<file path="src/rtl/async_link_pkg.sv">
// Shared definitions for the inter-board serial link (transmitter and receiver).
package async_link_pkg;

  // Link data lines; the matching receiver uses the same default.
  localparam int unsigned DEF_PKT_W = 6;

  typedef enum logic [1:0] {
    IDLE  = 2'd0,
    SEND  = 2'd1,
    PULSE = 2'd2,
    GAP   = 2'd3
  } tx_state_e;

  // Number of packets needed to carry a msg_w-bit datagram.
  function automatic int unsigned npkt(input int unsigned msg_w, input int unsigned pkt_w);
    return (msg_w + pkt_w - 1) / pkt_w;
  endfunction

endpackage

</file>
<file path="src/rtl/msg_fifo.sv">
// Single-clock show-ahead FIFO; dout always presents the head entry.
module msg_fifo #(
  parameter int unsigned WIDTH = 8,
  parameter int unsigned DEPTH = 4
) (
  input  logic                         clk,
  input  logic                         rst,
  input  logic                         push,
  input  logic                         pop,
  input  logic [WIDTH-1:0]             din,
  output logic [WIDTH-1:0]             dout,
  output logic [$clog2(DEPTH+1)-1:0]   count,
  output logic                         full,
  output logic                         empty
);

  localparam int unsigned PW = $clog2(DEPTH);
  localparam int unsigned CW = $clog2(DEPTH+1);

  logic [WIDTH-1:0] mem [DEPTH];
  logic [PW-1:0]    wr_ptr;
  logic [PW-1:0]    rd_ptr;
  logic             do_push;
  logic             do_pop;

  assign full    = (count == CW'(DEPTH));
  assign empty   = (count == '0);
  assign do_push = push && !full;
  assign do_pop  = pop && !empty;
  assign dout    = mem[rd_ptr];

  // DEPTH is a power of two, so the pointers wrap naturally.
  always_ff @(posedge clk or posedge rst) begin
    if (rst) begin
      wr_ptr <= '0;
      rd_ptr <= '0;
      count  <= '0;
    end else begin
      if (do_push) wr_ptr <= wr_ptr + PW'(1);
      if (do_pop)  rd_ptr <= rd_ptr + PW'(1);
      case ({do_push, do_pop})
        2'b10:   count <= count + CW'(1);
        2'b01:   count <= count - CW'(1);
        default: count <= count;
      endcase
    end
  end

  always_ff @(posedge clk) begin
    if (do_push) mem[wr_ptr] <= din;
  end

endmodule

</file>
<file path="src/rtl/async_packet_transmitter_q.sv">
// Queued datagram serializer: FIFO of whole datagrams, sent LSB-first as strobed packets.
module async_packet_transmitter_q
  import async_link_pkg::*;
#(
  parameter int unsigned MSG_W      = 64,
  parameter int unsigned PKT_W      = DEF_PKT_W,
  parameter int unsigned QDEPTH     = 4,
  parameter int unsigned GAP_CYCLES = 2
) (
  input  logic                          clk_send,
  input  logic                          rst,
  input  logic                          load_valid,
  output logic                          load_ready,
  input  logic [MSG_W-1:0]              datagram_in,
  output logic [PKT_W-1:0]              packet_out,
  output logic                          packet_pulse,
  output logic                          frame_last,
  output logic                          transmit_ctrl,
  output logic [$clog2(QDEPTH+1)-1:0]   queue_count
);

  localparam int unsigned NPKT     = npkt(MSG_W, PKT_W);
  localparam int unsigned BUF_W    = NPKT * PKT_W;
  localparam int unsigned IDX_W    = $clog2(NPKT + 1);
  localparam int unsigned GW       = (GAP_CYCLES > 1) ? $clog2(GAP_CYCLES) : 1;
  localparam int unsigned GAP_LOAD = (GAP_CYCLES > 0) ? GAP_CYCLES - 1 : 0;
  localparam logic [IDX_W-1:0] LAST_IDX = IDX_W'(NPKT - 1);

  tx_state_e        state;
  logic [BUF_W-1:0] shift_buf;
  logic [IDX_W-1:0] pkt_idx;
  logic [GW-1:0]    gap_cnt;

  logic [MSG_W-1:0] fifo_dout;
  logic             fifo_full;
  logic             fifo_empty;
  logic             fifo_push;
  logic             fifo_pop;

  assign load_ready = !fifo_full;
  assign fifo_push  = load_valid && load_ready;
  assign fifo_pop   = (state == IDLE) && !fifo_empty;

  msg_fifo #(
    .WIDTH (MSG_W),
    .DEPTH (QDEPTH)
  ) u_fifo (
    .clk   (clk_send),
    .rst   (rst),
    .push  (fifo_push),
    .pop   (fifo_pop),
    .din   (datagram_in),
    .dout  (fifo_dout),
    .count (queue_count),
    .full  (fifo_full),
    .empty (fifo_empty)
  );

  // Shift buffer is widened to NPKT*PKT_W so the last packet is zero-padded.
  always_ff @(posedge clk_send or posedge rst) begin
    if (rst) begin
      state         <= IDLE;
      shift_buf     <= '0;
      pkt_idx       <= '0;
      gap_cnt       <= '0;
      packet_out    <= '0;
      packet_pulse  <= 1'b0;
      frame_last    <= 1'b0;
      transmit_ctrl <= 1'b0;
    end else begin
      case (state)
        IDLE: begin
          if (!fifo_empty) begin
            shift_buf     <= BUF_W'(fifo_dout);
            pkt_idx       <= '0;
            transmit_ctrl <= 1'b1;
            state         <= SEND;
          end
        end
        SEND: begin
          packet_out   <= shift_buf[PKT_W-1:0];
          shift_buf    <= shift_buf >> PKT_W;
          packet_pulse <= 1'b1;
          frame_last   <= (pkt_idx == LAST_IDX);
          state        <= PULSE;
        end
        PULSE: begin
          packet_pulse <= 1'b0;
          pkt_idx      <= pkt_idx + IDX_W'(1);
          if (pkt_idx == LAST_IDX) begin
            transmit_ctrl <= 1'b0;
            if (GAP_CYCLES > 0) begin
              gap_cnt <= GW'(GAP_LOAD);
              state   <= GAP;
            end else begin
              state <= IDLE;
            end
          end else begin
            state <= SEND;
          end
        end
        GAP: begin
          if (gap_cnt == '0) state <= IDLE;
          else               gap_cnt <= gap_cnt - GW'(1);
        end
        default: state <= IDLE;
      endcase
    end
  end

endmodule

</file>
<file path="config.mk">
export PLATFORM = sky130hd
export DESIGN_NAME = async_packet_transmitter_q
export DESIGN_NICKNAME = d
export VERILOG_FILES = /design/src/rtl/async_link_pkg.sv /design/src/rtl/msg_fifo.sv /design/src/rtl/async_packet_transmitter_q.sv
export SDC_FILE = /design/constraint.sdc
export NUM_CORES = 1
export LEC_CHECK = 0
export ABC_CLOCK_PERIOD_IN_PS = 4300
export CORE_UTILIZATION = 40
export DETAILED_ROUTE_END_ITERATION = 10
export PLACE_DENSITY = 0.61
export SLEW_MARGIN = 5
export SYNTH_ARGS = -nofsm -noshare
export SYNTH_HDL_FRONTEND = slang
export SYNTH_SLANG_ARGS = --single-unit
</file>
<file path="constraint.sdc">
create_clock -name clk_send -period 4.3 [get_ports clk_send]
set_clock_uncertainty 0.1 [all_clocks]
set_input_delay 0.86 -clock clk_send [delete_from_list [all_inputs] [get_ports clk_send]]
set_output_delay 0.86 -clock clk_send [all_outputs]
set_load 0.05 [all_outputs]
</file>
==> results.json, run 1 <==
{
  "status": "finished clean",
  "synth_top_area_share_pct": 56.72,
  "leakage_nw": 5.940,
  "num_rows": 67,
  "wirelength_mm": 26.79,
  "startpoint_type": "register",
  "grt_pass1_wl_mm": 42.12,
  "ys_warn_count": 0,
  "end_kind": "output pin",
  "worst_slew_pin_slew_ns": 1.237,
  "r2r_slack_ns": 1.76,
  "critPathLaunch": "u_fifo.count[1]",
  "r2r_start": "state[0]",
  "dr_total_vias": 6851,
  "synthFlopType": "edfxtp_1",
  "min_path_type": "reg -> reg",
  "crit_end": "load_ready",
  "yosysMostFrequentCell": "edfxtp_1",
  "grt_pass1_vias": 7263,
  "p_sw_share_pct": 31.95,
  "dr_wl_met2_mm": 12.89,
  "clk-insertion-delay-late_ns": 0.51,
  "n_fill_cell": 2824,
  "die_h_um": 186.1,
  "initial_core_util_pct": 40.52,
  "routabilityCongestion": 0.7059,
  "synth_cells": 774,
  "rsz0062_at_grt": "no",
  "clock.fmax_ghz": 0.3194,
  "synth.distinct_cells": 41,
  "synth.area.top_cells": "edfxtp_1, dfrtp_1, mux2i_1, mux2_2, o221ai_1",
  "powerDensity_mw_per_mm2": 755.6,
  "drt_first_pass_iters": 8,
  "antenna_found_initial": 3,
  "syn_area_mm2": 0.01355,
  "nets": 941,
  "slew_viol_final": 0,
  "die_w_um": 186.1,
  "cts_hold_buf": 0,
  "ir_drop_mv": 0.4065,
  "crit_required_ns": 3.34,
  "post-route-period-util_pct": 72.82,
  "syn2layout_area_growth_pct": 18.28,
  "clkPwrFrac_pct": 24.8,
  "place_hpwl_mm": 15.35,
  "cts_resized": 0,
  "arrival_ns": 2.17,
  "seqPwrFrac_pct": 41.4,
  "drtAntennaViolNets": 0,
  "cts.sink_count": 343,
  "m1WireLength_mm": 12.17,
  "wl_per_cell_um": 20.03,
  "initialDrtViolationCount": 380,
  "avgSynthCellArea_um2": 17.51,
  "numCtsBuffers": 36,
  "tritoncts": "built",
  "drv_cap": 0,
  "power.switching_mw": 3.870,
  "slew-limit-headroom_pct": 16.34,
  "grt_util_all_layers_pct": 16.23,
  "reg2reg_to": "shift_buf[43]",
  "drive_gt1_share_pct": 16.46,
  "fin_tns_setup_ns": 0,
  "r2r_cells": 6,
  "yosysSeqAreaShare_pct": 72.78,
  "synth_seq_cells": 343,
  "pin_count": 80,
  "htreeDepth": 2,
  "grt-ovfl-total": 0,
  "cts_setup_buffers": 0,
  "p_int_mw": 8.244,
  "worstSetupPathType": "reg -> out",
  "grt_max_degree": 65,
  "drc_errors": 0,
  "crit_fanout": 7,
  "clockBufferDepth": 3,
  "period_needed_ns": 3.131,
  "core_mm2": 0.03345,
  "p_total_mw": 12.11,
  "setup_viol": 0,
  "portBuffers": 79,
  "postSynthNetCount": 854,
  "dr_wl_met3_mm": 1.284,
  "cts-root-buf": "clkbuf_16",
  "hold_viol_final": 0,
  "ys_top_cells_by_count": "edfxtp_1, mux2i_1, dfrtp_1, nand2_1, o221ai_1",
  "highest_layer": "met4",
  "synth_area_leader_cell": "edfxtp_1",
  "clk_pin_slew_ns": 0.06,
  "async_reset_ff_share_pct": 25.36,
  "die_area_mm2": 0.03463,
  "synth-edff-count": 256,
  "via_per_inst": 5.124,
  "p_comb_share_pct": 33.9
}
[routing by layer]
layer	vias to the layer above	track usage, %
li1	3209	-
met3	36	3.189
met1	3484	22.06
met4	0	4.328
met5	-	0
met2	122	26.57
[final cells by class]
| cell class | instances | area, um2 | area share, % |
|---|---|---|---|
| timing repair buffer | 92 | 988.4 | 6.166 |
| tap | 448 | 560.5 | 3.496 |
| clock inverter | 12 | 135.1 | 0.8429 |
| antenna | 2 | 5.005 | 0.03122 |
| clock buffer | 52 | 992.2 | 6.189 |
| multi-input combinational | 377 | 3438 | 21.45 |
| inverter | 11 | 43.79 | 0.2732 |
| sequential | 343 | 9868 | 61.55 |
[cell families after synthesis]
group | synth area share (%)
flops | 72.78
mux | 15.91
simple gates | 2.816
compound gates | 4.892
buf+inv | 1.966
fa+ha+maj | 1.255
xor+xnor | 0.3877
[registers in the layout (all words and copies together) (netlist names)]
signal and flops:
pkt_idx 4, frame_last 1, state 2, u_fifo.wr_ptr 2
packet_pulse 1, u_fifo.count 3, u_fifo.rd_ptr 2, packet_out 6
shift_buf 64, gap_cnt 1, transmit_ctrl 1, u_fifo.mem 256
[critical path, cell delays in order, from the launching register on]
cell	delay [ns]
dfrtp_1	0.45
or3b_1	0.48
clkdlybuf4s50_1	0.73
[layout by cell type (no fill, tap or decap), drive strengths merged, types with 2 or more instances in the layout]
cell	instances
mux2i	119
mux2	67
o31ai	2
dfrtp	87
ha	12
a31oi	2
bufinv	3
mux4	6
edfxtp	256
diode	2
nand2	63
clkdlybuf4s50	79
o221ai	58
a22o	6
clkbuf	52
buf	13
o21ai	5
nor2	5
and3	4
xnor2	5
inv	11
a21oi	4
clkinv	8
or2	2
and2	2
[worst min path at each step]
stage	from	to	slack [ns]	depth (start not counted)
after floorplan	shift_buf[58]	shift_buf[58]	0.37	1
after global placement	shift_buf[4]	shift_buf[4]	0.39	1
after detailed placement	packet_out[1]	packet_out[1]	0.40	1
after CTS	shift_buf[1]	shift_buf[1]	0.41	1
after global routing	shift_buf[1]	packet_out[1]	0.43	1
final	shift_buf[1]	shift_buf[1]	0.40	1
[stage by stage]
| step | instances | setup slack, ns | util (%) | hold slack [ns] | instance area, um2 |
|---|---|---|---|---|---|
| floorplan | 774 | 0.8536 | - | 0.3728 | 13550 |
| global placement | 1271 | 1.400 | 44.54 | 0.3889 | 14900 |
| detailed placement | 1271 | 1.383 | 44.54 | 0.3956 | 14900 |
| CTS | 1335 | 1.136 | 47.91 | 0.4080 | 16030 |
| global route | 1335 | 1.097 | 47.91 | 0.4251 | 16030 |
| finish | 1337 | 1.169 | 47.93 | 0.4025 | 16030 |
[power groups by stage]
| stage | Clock (mW) | Sequential (mW) | Combinational (mW) |
|---|---|---|---|
| floorplan | 0 | 5.04 | 3.08 |
| global placement | 0 | 5.05 | 4.13 |
| detailed placement | 0 | 5.08 | 4.19 |
| CTS | 3.07 | 5.02 | 4.19 |
| global route | 3.21 | 5.11 | 4.48 |
| finish | 3.00 | 5.01 | 4.10 |
No activity file was read; power rests on OpenSTA's default activity.
==> run 2: changes to the inputs <==
--- a/config.mk
+++ b/config.mk
@@ -5,7 +5,7 @@
 export SDC_FILE = /design/constraint.sdc
 export NUM_CORES = 1
 export LEC_CHECK = 0
-export ABC_CLOCK_PERIOD_IN_PS = 4300
+export ABC_CLOCK_PERIOD_IN_PS = 3220
 export CORE_UTILIZATION = 40
 export DETAILED_ROUTE_END_ITERATION = 10
 export PLACE_DENSITY = 0.61
==> constraint.sdc (replaced) <==
create_clock -name clk_send -period 3.22 [get_ports clk_send]
set_clock_uncertainty 0.1 [all_clocks]
set_input_delay 0.644 -clock clk_send [delete_from_list [all_inputs] [get_ports clk_send]]
set_output_delay 0.644 -clock clk_send [all_outputs]
set_load 0.05 [all_outputs]
==> results.json, run 2 (synthesized netlist as in run 1, its figures left out) <==
{
  "status": "finished clean",
  "grt_pass1_wl_mm": 42.70,
  "core_mm2": 0.03345,
  "arrival_ns": 2.19,
  "initialDrtViolationCount": 357,
  "tritoncts": "built",
  "grt_pass1_vias": 7370,
  "min_path_type": "reg -> reg",
  "nets": 952,
  "die_h_um": 186.1,
  "clk_pin_slew_ns": 0.06,
  "clockBufferDepth": 3,
  "top_regs": "u_fifo.mem: 256 flops, shift_buf: 64 flops, packet_out: 6 flops",
  "wl_per_cell_um": 20.16,
  "via_per_inst": 5.211,
  "drt_first_pass_iters": 4,
  "n_fill_cell": 2771,
  "pin_count": 80,
  "clock.fmax_ghz": 0.3412,
  "grt-ovfl-total": 0,
  "portBuffers": 79,
  "worstSetupPathType": "reg -> out",
  "clk-insertion-delay-late_ns": 0.52,
  "powerDensity_mw_per_mm2": 1002,
  "antenna_cells": 0,
  "crit_chain": "or3b_1 > clkdlybuf4s50_1",
  "hold_viol_final": 0,
  "worst_slew_pin_slew_ns": 1.023,
  "startpoint_type": "register",
  "hold_depth": 1,
  "min_to": "packet_out[5]",
  "crit_required_ns": 2.48,
  "layout_commonest_cell": "edfxtp_1",
  "num_rows": 67,
  "cts_setup_buffers": 0,
  "placedInstanceArea_mm2": 0.01508,
  "initial_core_util_pct": 40.52,
  "rsz0062_at_grt": "no",
  "cts.sink_count": 343,
  "grt_max_degree": 67,
  "r2r_slack_ns": 0.64,
  "period_needed_ns": 2.931,
  "antenna_found_initial": 0,
  "cts_resized": 0,
  "place_hpwl_mm": 16.10,
  "post-route-period-util_pct": 91.02,
  "leakage_nw": 6.018,
  "largest_register_ffs": 256,
  "layout_common_cells": "edfxtp_1, mux2i_1, dfrtp_1",
  "max_stage_delay_ns": 0.73,
  "slew-limit-headroom_pct": 31.77,
  "syn2layout_area_growth_pct": 19.44,
  "htreeDepth": 2,
  "slowest_stage": "clkdlybuf4s50_1",
  "grt_util_all_layers_pct": 16.43,
  "cts_hold_buf": 0,
  "reg2reg_to": "u_fifo.count[2]",
  "drive_gt1_share_pct": 17.78,
  "drv_cap": 0,
  "r2r_start": "u_fifo.count[1]",
  "numCtsBuffers": 36,
  "dr_total_vias": 7025,
  "die_w_um": 186.1,
  "r2r_cells": 7,
  "slew_viol_final": 0,
  "drtAntennaViolNets": 0,
  "fin_area_mm2": 0.01619,
  "fin_tns_setup_ns": 0,
  "cts-root-buf": "clkbuf_16",
  "drc_errors": 0,
  "die_area_mm2": 0.03463,
  "hold_start": "packet_out[5]",
  "wirelength_mm": 27.18,
  "setup_viol": 0,
  "ir_drop_mv": 0.5885,
  "end_kind": "output pin",
  "regMostFlops": "u_fifo.mem",
  "routabilityCongestion": 0.7326,
  "crit_fanout": 7
}
-- run 2: changes by cell type in the layout (fill, tap and decap cells not counted), sizes merged --
cell | before | now
clkinv | 8 | 11
bufinv | 3 | 0
buf | 13 | 24
inv | 11 | 13
diode | 2 | 0
-- run 2: how the worst max path moves through the flow --
stage,from,end,depth (start not counted)
after floorplan,rst,frame_last,1
after global placement,load_valid,u_fifo.count[2],8
after detailed placement,load_valid,u_fifo.count[2],8
after CTS,u_fifo.count[0],load_ready,2
after global routing,u_fifo.count[0],load_ready,2
final,u_fifo.count[0],load_ready,2
-- run 2: final cells by class --
type,count,area [um2],share of cell area (%)
Clock buffer,52,1033,6.384
Timing Repair Buffer,103,1171,7.234
Multi-Input combinational cell,377,3433,21.21
Tap cell,448,560.5,3.462
Sequential cell,343,9868,60.96
Inverter,11,43.79,0.2705
Clock inverter,14,78.83,0.4869
-- run 2: critical path, delay by kind of cell, from the launching register on --
kind	cells	cell delay (ns)
buf+inv	1	0.73
flops	1	0.47
simple gates	1	0.47
-- run 2: power breakdown --
| part | internal, mW | switching (mW) |
|---|---|---|
| clock | 2.24 | 1.63 |
| sequential | 6.05 | 0.596 |
| combinational | 2.69 | 3.02 |
-- run 2: layer usage --
metal  wire length [um]  track usage (%)  vias to the layer above
li1                   -                -                     3226
met1              12400            22.02                     3635
met2              13300            27.66                      126
met3                980            2.759                       38
met4                495            4.328                        0
met5                  0                0                        -
-- run 2: stage by stage --
stage	instances	hold slack, ns	util, %	total power [mW]	worst slack [ns]
final	1348	0.4017	48.40	16.23	0.2893
after global routing	1348	0.4145	48.40	17.13	0.2273
after CTS	1348	0.4084	48.40	16.46	0.2599
after detailed placement	1282	0.3917	45.08	12.54	0.5987
after global placement	1282	0.3899	45.08	12.44	0.5915
after floorplan	774	0.3728	-	10.82	0.2258
==> run 3: changes to the inputs <==
--- a/config.mk
+++ b/config.mk
@@ -5,11 +5,12 @@
 export SDC_FILE = /design/constraint.sdc
 export NUM_CORES = 1
 export LEC_CHECK = 0
-export ABC_CLOCK_PERIOD_IN_PS = 3220
+export ABC_CLOCK_PERIOD_IN_PS = 3450
 export CORE_UTILIZATION = 40
 export DETAILED_ROUTE_END_ITERATION = 10
 export PLACE_DENSITY = 0.61
 export SLEW_MARGIN = 5
 export SYNTH_ARGS = -nofsm -noshare
 export SYNTH_HDL_FRONTEND = slang
+export SYNTH_HIERARCHICAL = 1
 export SYNTH_SLANG_ARGS = --single-unit
==> constraint.sdc (replaced) <==
create_clock -name clk_send -period 3.45 [get_ports clk_send]
set_clock_uncertainty 0.1 [all_clocks]
set_input_delay 0.69 -clock clk_send [delete_from_list [all_inputs] [get_ports clk_send]]
set_output_delay 0.69 -clock clk_send [all_outputs]
set_load 0.05 [all_outputs]
==> results.json, run 3 <==
{
  "p_sw_share_pct": 28.45,
  "portBuffers": 79,
  "synth_top_area_share_pct": 56.14,
  "synth-edff-count": 256,
  "numCtsBuffers": 36,
  "slowest_stage": "clkdlybuf4s50_1",
  "period_needed_ns": 2.778,
  "avgSynthCellArea_um2": 20.59,
  "place_hpwl_mm": 14.32,
  "drc_errors": 0,
  "top_regs": "u_fifo/mem: 256 flops, shift_buf: 64 flops, packet_out: 6 flops",
  "yosysMostFrequentCell": "edfxtp_1",
  "drive_gt1_share_pct": 33.59,
  "pin_count": 80,
  "arrival_ns": 1.99,
  "wirelength_mm": 24.65,
  "hold_viol_final": 0,
  "critical_path.top_delay_family": "buffers and inverters",
  "ys_top_cells_by_count": "edfxtp_1, mux2_2, dfrtp_1, mux4_2, mux2_4",
  "dr_total_vias": 6279,
  "status": "finished clean",
  "syn2layout_area_growth_pct": 19.37,
  "fin_tns_setup_ns": 0,
  "crit_required_ns": 2.66,
  "htreeDepth": 2,
  "crit_fanout": 6,
  "worstSetupPathType": "reg -> out",
  "clock.fmax_ghz": 0.3600,
  "grt_util_all_layers_pct": 14.59,
  "p_total_mw": 15.59,
  "p_comb_share_pct": 32.9,
  "cts_setup_buffers": 0,
  "min_path_type": "in -> async",
  "p_int_mw": 11.15,
  "async_reset_ff_share_pct": 25.36,
  "layout_common_cells": "edfxtp_1, mux2_2, dfrtp_1",
  "rsz0062_at_grt": "no",
  "grt_pass1_vias": 6988,
  "clockBufferDepth": 3,
  "core_mm2": 0.03362,
  "yosysSeqAreaShare_pct": 72.04,
  "regMostFlops": "u_fifo/mem",
  "syn_area_mm2": 0.01369,
  "clk_pin_slew_ns": 0.06,
  "cp_num_buf_inv": 2,
  "drtAntennaViolNets": 0,
  "max_stage_delay_ns": 0.69,
  "slew_viol_final": 0,
  "leakage_nw": 5.715,
  "slew-limit-headroom_pct": 34.29,
  "initialDrtViolationCount": 384,
  "drv_cap": 0,
  "grt-ovfl-total": 0,
  "crit_chain": "nor3b_2 > inv_1 > clkdlybuf4s50_1",
  "cts.sink_count": 343,
  "synth_cells": 665,
  "setup_viol": 0,
  "synth.area.top_cells": "edfxtp_1, dfrtp_1, mux4_2, mux2_2, mux2_4",
  "die_w_um": 187.0,
  "placedInstanceArea_mm2": 0.01504,
  "seqPwrFrac_pct": 40.2,
  "fin_area_mm2": 0.01635,
  "num_rows": 67,
  "postLayoutCoreUtil_pct": 48.62,
  "synthFlopType": "edfxtp_1",
  "initial_core_util_pct": 40.73,
  "grt_pass1_wl_mm": 39.59,
  "clk-insertion-delay-late_ns": 0.51,
  "r2r_start": "state[0]",
  "ys_warn_count": 6,
  "post-route-period-util_pct": 80.51,
  "startpoint_type": "register",
  "antenna_found_initial": 0,
  "critPathLaunch": "u_fifo/count[0]",
  "clkPwrFrac_pct": 26.9,
  "largest_register_ffs": 256,
  "r2r_slack_ns": 0.90,
  "power.switching_mw": 4.435,
  "postSynthNetCount": 745,
  "antenna_cells": 0,
  "synth_seq_cells": 343,
  "synth.distinct_cells": 41,
  "ir_drop_mv": 0.5012,
  "die_h_um": 187.0,
  "grt_max_degree": 72,
  "drt_first_pass_iters": 4,
  "cts_hold_buf": 0,
  "synth_area_leader_cell": "edfxtp_1",
  "cts-root-buf": "clkbuf_16",
  "wl_per_cell_um": 19.93,
  "nets": 843,
  "die_area_mm2": 0.03498,
  "via_per_inst": 5.076,
  "powerDensity_mw_per_mm2": 953.6,
  "layout_commonest_cell": "edfxtp_1",
  "end_kind": "output pin",
  "cts_resized": 0,
  "tritoncts": "built",
  "routabilityCongestion": 0.7153,
  "worst_slew_pin_slew_ns": 0.9856
}
## run 3: cell types whose count changed in the layout (fill, tap and decap cells not counted), sizes merged, moves of 9 or more
cell    previous run  this run
nand2             63        10
clkbuf            52        42
o221ai            58         0
mux2              67       125
mux4               6        64
buf               24        11
bufinv             0         9
mux2i            119         2
nor2b              0         9
## run 3: final timing paths
check                                  end  cells past startpoint
hold / removal             u_fifo/count[1]                      2
max in group asynchronous    shift_buf[19]                      3
setup / recovery                load_ready                      3
setup reg to reg             shift_buf[41]                      6
hold reg to reg              shift_buf[29]                      1
min in group clk_send        shift_buf[29]                      1
## run 3: layer usage
layer  vias to the layer above  wire length (um)  track usage (%)
li1                       2829                 -                -
met2                       103             12350            25.09
met4                         0               399            3.625
met3                        31               825            2.345
met1                      3316             11070            19.39
met5                         -                 0                0
## run 3: final cells by class
type,instances,area (um2)
Clock buffer,42,954.7
Inverter,14,53.80
Sequential cell,343,9869
Timing Repair Buffer,90,985.9
Tap cell,448,560.5
Clock inverter,22,346.6
Fill cell,2727,17270
Multi-Input combinational cell,278,3575
## run 3: logic make-up after synthesis
| group | Yosys count | synth area share [%] |
|---|---|---|
| buffers and inverters | 44 | 1.910 |
| muxes | 191 | 21.50 |
| xor gates and xnor gates | 6 | 0.3838 |
| adders and majority gates | 13 | 1.243 |
| and+or+nand+nor | 41 | 1.736 |
| DFF | 343 | 72.04 |
| AOI/OAI and AO/OA | 27 | 1.188 |
## run 3: power by group through the flow
stage / Sequential, mW / Clock, mW / Combinational, mW
after floorplan: 6.24 / 0 / 4.03
after global placement: 6.30 / 0 / 5.10
after detailed placement: 6.37 / 0 / 5.21
after CTS: 6.29 / 4.28 / 5.24
after global routing: 6.40 / 4.44 / 5.53
final: 6.27 / 4.19 / 5.13
## run 3: through the flow
stage / setup slack [ns] / cells / hold slack [ns]
after floorplan: 0.1721 / 665 / 0.3576
after global placement: 0.7800 / 1173 / 0.3867
after detailed placement: 0.7146 / 1173 / 0.3923
after CTS: 0.6392 / 1237 / 0.3912
after global routing: 0.5744 / 1237 / 0.4219
final: 0.6724 / 1237 / 0.3948
## run 3: worst reg2reg max path, cell delays in order (launching register included)
cell and delay (ns):
dfrtp_1 0.42, inv_1 0.11, ha_1 0.37, and2_4 0.27, nor2_4 0.40, buf_12 0.37
mux2_2 0.41
==> edit 1 (flow settings as in run 3) <==
Make the reset (`rst`) synchronous in 2 clocked blocks. Comments in the files are not updated.
--- a/src/rtl/msg_fifo.sv
+++ b/src/rtl/msg_fifo.sv
@@ -30,7 +30,7 @@
   assign dout    = mem[rd_ptr];
 
   // DEPTH is a power of two, so the pointers wrap naturally.
-  always_ff @(posedge clk or posedge rst) begin
+  always_ff @(posedge clk) begin
     if (rst) begin
       wr_ptr <= '0;
       rd_ptr <= '0;
--- a/src/rtl/async_packet_transmitter_q.sv
+++ b/src/rtl/async_packet_transmitter_q.sv
@@ -57,7 +57,7 @@
   );
 
   // Shift buffer is widened to NPKT*PKT_W so the last packet is zero-padded.
-  always_ff @(posedge clk_send or posedge rst) begin
+  always_ff @(posedge clk_send) begin
     if (rst) begin
       state         <= IDLE;
       shift_buf     <= '0;
Function: differs if rst is asserted again (counterexample within 4 cycles, from zero or initial values and one cycle with rst high); with rst held inactive, the same outputs for 10 cycles.
==> edit 1 against run 3 <==
  * Power fell by 12%
  * Final cell count up 7.1%
  * Sequential cell count is 2 higher
  * Synthesized area down 0.80%
  * Count of clock-buffer cells in the layout rose by 8
  * Design area shrank 1.9%
  * Fmax is 0.48% lower
  * Setup slack lost 0.013 ns
  * Wire length up 5.0%
  * Critical endpoint unchanged
==> edit 1: results (changes against run 3) <==
first-pass GRT wire length 40,600 µm (was 39,600 µm); NumNets Final 929 (was 843); sequential-to-total area share from yosys stat 0.697 (was 0.720); largest net degree at the start of global routing 69 (was 72); Area after DPL 0.0148 mm² (was 0.0150 mm²); DP HPWL 14,500 µm (was 14,300 µm); clk buf depth 3 (unchanged); initial DRC count 431 (was 384); Syn Nets 852 (was 745); Net Sw Power 0.00430 W (was 0.00443 W); synth cell count leaders edfxtp_1 (256), dfxtp_1 (89), a21oi_1 (66), mux2i_1 (66), mux4_2 (60) (was edfxtp_1 (256), mux2_2 (99), dfrtp_1 (87), mux4_2 (64), mux2_4 (20)); Root Driver clkbuf_16 (unchanged); Total GRT Usage 0.154 (was 0.146); number of diodes 0 (unchanged); FF-to-FF setup slack 0.92 ns (was 0.90 ns); Num CTS Buffers 36 (unchanged); worst r2r dst u_fifo/count[2]$_SDFFE_PP0P_ (was shift_buf[41]$_DFFE_PP0P_); count of cell types in the netlist 40 (was 41); worst vdd ir 0.000653 V (was 0.000501 V); port bufs 79 (unchanged); Area contributors post-synth edfxtp_1 (57%), dfxtp_1 (13%), mux4_2 (9.9%) (was edfxtp_1 (56%), dfrtp_1 (16%), mux4_2 (11%)); CP arrival 2.00 ns; reg-to-reg startpoint state[1]$_SDFFE_PP0P_ (was state[0]$_DFFE_PP0P_); mean number of vias per cell 5.28 (was 5.08); share of async-settable or async-resettable flops after synthesis 0 (was 0.254); Reg2Reg Depth 11 (was 6); total length of routed wires 25,900 µm (was 24,600 µm); worst slew pin tran 0.787 ns (was 0.986 ns); vias in the first global route 6,899 (was 6,988); Leakage 5.18 nW (was 5.72 nW); layout cells sized above 1 0.192 (was 0.336); routability congestion estimate from global placement 0.706 (was 0.715); status finished clean (unchanged); HP Class reg2reg (was in2async)
[edit 1: changes by cell type in the layout (fill, tap and decap cells not counted), moves of 8 or more]
cell,run 3,this run
mux2i_1,2,66
dfrtp_1,85,0
a21oi_1,7,66
nor2_1,3,16
a211oi_2,0,20
mux2_2,99,0
mux2_4,20,0
dfxtp_1,0,87
buf_4,2,10
a211oi_1,0,40
nand2_1,10,2
[edit 1: per-stage QoR]
| stage | setup slack [ns] | hold WS (ns) | std cells |
|---|---|---|---|
| floorplan | 0.0917 | 0.359 | 772 |
| global placement | 0.570 | 0.371 | 1259 |
| detailed placement | 0.489 | 0.385 | 1259 |
| CTS | 0.641 | 0.394 | 1325 |
| global route | 0.546 | 0.418 | 1325 |
| finish | 0.659 | 0.390 | 1325 |
[edit 1: area by class of cell]
class / count / area [µm²]
fill: 2789 / 17400
sequential: 345 / 9470
multi-input combinational: 352 / 3700
clock buffer: 50 / 1070
timing repair buffer: 95 / 996
tap: 448 / 561
clock inverter: 16 / 168
inverter: 19 / 71.3
[edit 1: worst max-delay path by stage]
stage                     cells after the start                         start  slack, ns                           end
after global placement                        6                    load_valid       0.57   u_fifo/mem[1][60]$_DFFE_PP_
after detailed placement                     11                    load_valid       0.49  u_fifo/count[2]$_SDFFE_PP0P_
after global routing                          3  u_fifo/count[2]$_SDFFE_PP0P_       0.55                    load_ready
after CTS                                     3  u_fifo/count[2]$_SDFFE_PP0P_       0.64                    load_ready
final                                         3  u_fifo/count[2]$_SDFFE_PP0P_       0.66                    load_ready
after floorplan                               5  u_fifo/count[0]$_SDFFE_PP0P_       0.09    u_fifo/mem[1][0]$_DFFE_PP_
[edit 1: cell families (layout without fill, tap and decap cells)]
logic type | count (synthesis) | count (layout) | synth area share
compound gates | 152 | 152 | 0.0787
fa+ha+maj | 13 | 13 | 0.0125
flops | 345 | 345 | 0.697
xor+xnor | 3 | 3 | 0.00193
buf+inv | 75 | 180 | 0.0317
simple gates | 54 | 54 | 0.0222
mux | 130 | 130 | 0.156
[edit 1: worst max-delay path: cells and delay by family (launching register included)]
family,cells,cell delay (ns)
AND/OR/NAND/NOR,1,0.31
flip-flops,1,0.40
buffers and inverters,2,0.78
[edit 1: metal layers]
layer  GRT usage  part of all wire  up-vias
li1            -                 -     3232
met1       0.225              0.47     3567
met2       0.235              0.46      162
met3      0.0288             0.052       35
met4      0.0433             0.018        0
met5           0                 0        -
[edit 1: power by group through the flow]
stage,Clock (W),Combinational (W),Sequential (W)
finish,0.00396,0.00422,0.00547
global route,0.00421,0.00459,0.00553
detailed placement,0,0.00427,0.00556
global placement,0,0.00425,0.00554
floorplan,0,0.00331,0.00559
CTS,0.00405,0.00429,0.00547
==> edit 2 (config.mk and constraints of run 3) <==
Without the edit above. Change the package constant `DEF_PKT_W` from 6 to 3.
--- a/src/rtl/async_link_pkg.sv
+++ b/src/rtl/async_link_pkg.sv
@@ -2,7 +2,7 @@
 package async_link_pkg;
 
   // Link data lines; the matching receiver uses the same default.
-  localparam int unsigned DEF_PKT_W = 6;
+  localparam int unsigned DEF_PKT_W = 3;
 
   typedef enum logic [1:0] {
     IDLE  = 2'd0,
Interface: changed (resized packet_out); port bits go from 80 to 77. The function was not compared with the original's and may differ.
==> edit 2 against run 3 <==
  * Setup slack lost 0.065 ns
  * Sequential cell count shrank 2
  * Wire length grew 5.0%
  * Synthesized area grew 1.3%
  * Fmax shrank 2.3%
  * Design area grew 0.39%
  * Power grew 0.73%
==> edit 2: results (changes against run 3) <==
Slew HR 0.490 (was 0.343); Leakage 5.84 nW (was 5.72 nW); largest net degree at the start of global routing 48 (was 72); NumNets Final 841 (was 843); count of cell types in the netlist 38 (was 41); biggest regs u_fifo/mem x256, shift_buf x64, pkt_idx x5 (was u_fifo/mem x256, shift_buf x64, packet_out x6); Total GRT Usage 0.151 (was 0.146); CP top delay family adder cells (was buffers and inverters); Area contributors post-synth edfxtp_1 (55%), dfrtp_1 (15%), mux4_2 (10%) (was edfxtp_1 (56%), dfrtp_1 (16%), mux4_2 (11%)); post-CTS setup buffer count 0 (unchanged); CP arrival 3.18 ns (was 1.99 ns); Max FO, Critical Path 10 (was 6); Syn Nets 738 (was 745); port bufs 76 (was 79); PostCTS Resize Cnt 0 (unchanged); via count 6,336 (was 6,279); synth cell count leaders edfxtp_1 (256), dfrtp_1 (85), mux2_2 (67), mux4_2 (64), mux2_4 (60) (was edfxtp_1 (256), mux2_2 (99), dfrtp_1 (87), mux4_2 (64), mux2_4 (20)); vias in the first global route 7,106 (was 6,988); dpl cells 1,172 (was 1,173); share of async-settable or async-resettable flops after synthesis 0.249 (was 0.254); Slowest cell on crit path dfrtp_1 (was clkdlybuf4s50_1); H-tree depth 2 (unchanged); Largest stage delay, worst path 0.42 ns (was 0.69 ns); Avg Synthesized Cell Area 21.1 µm² (was 20.6 µm²); status finished clean (unchanged); Detailed Routing Iterations Pass 1 4 (unchanged); DP HPWL 16,000 µm (was 14,300 µm); sequential-to-total area share from yosys stat 0.707 (was 0.720); total length of routed wires 25,900 µm (was 24,600 µm); routability congestion estimate from global placement 0.701 (was 0.715); worst-skew pair later-pin latency 0.51 ns (about the same); first-pass GRT wire length 40,900 µm (was 39,600 µm); pre-CTS setup slack 0.628 ns (was 0.715 ns); layout cells sized above 1 0.353 (was 0.336); initial DRC count 308 (was 384)
## edit 2: area by class of cell
type                       instances  area (µm²)
multi-input combinational        273        3730
clock inverter                    21         221
fill                            2778       17500
clock buffer                      45         976
tap                              448         561
sequential                       341        9820
inverter                          14        53.8
timing repair buffer              96        1050
## edit 2: metrics by stage
stage / total power (W) / cell area, µm²
3_3_place_gp: 0.0118 / 15200
3_5_place_dp: 0.0120 / 15200
5_1_grt: 0.0165 / 16400
6_report: 0.0157 / 16400
4_1_cts: 0.0159 / 16400
2_1_floorplan: 0.0108 / 13900
## edit 2: path summary, 6_finish.rpt
path	from	endpoint	slack [ns]	cells past startpoint
max	state[1]$_DFFE_PP0P_	u_fifo/count[2]$_DFFE_PP0P_	0.61	10
min	rst	u_fifo/count[2]$_DFFE_PP0P_	0.38	2
max reg2reg	state[1]$_DFFE_PP0P_	u_fifo/count[2]$_DFFE_PP0P_	0.61	10
min reg2reg	shift_buf[28]$_DFFE_PP0P_	shift_buf[28]$_DFFE_PP0P_	0.40	1
max in group asynchronous	rst	shift_buf[36]$_DFFE_PP0P_	2.03	3
min in group clk_send	shift_buf[28]$_DFFE_PP0P_	shift_buf[28]$_DFFE_PP0P_	0.40	1
## edit 2: logic make-up after synthesis
group	Yosys count	share of synthesized area
DFF	341	0.707
muxes	194	0.225
buffers and inverters	45	0.0255
and+or+nand+nor	37	0.0163
AOI/OAI and AO/OA	24	0.0104
adders and majority gates	12	0.0114
xor gates and xnor gates	6	0.00379
## edit 2: layer usage
metal,vias to the layer above,GRT usage,wire length (µm)
met1,3358,0.195,11000
met2,118,0.264,13600
li1,2824,-,-
met4,0,0.0441,470
met3,36,0.0227,828
met5,-,0,0
## edit 2: power breakdown
group / total [W] / internal, W / switching (W)
Combinational: 0.00559 / 0.00322 / 0.00237
Sequential: 0.00625 / 0.00564 / 0.000611
Clock: 0.00386 / 0.00232 / 0.00154
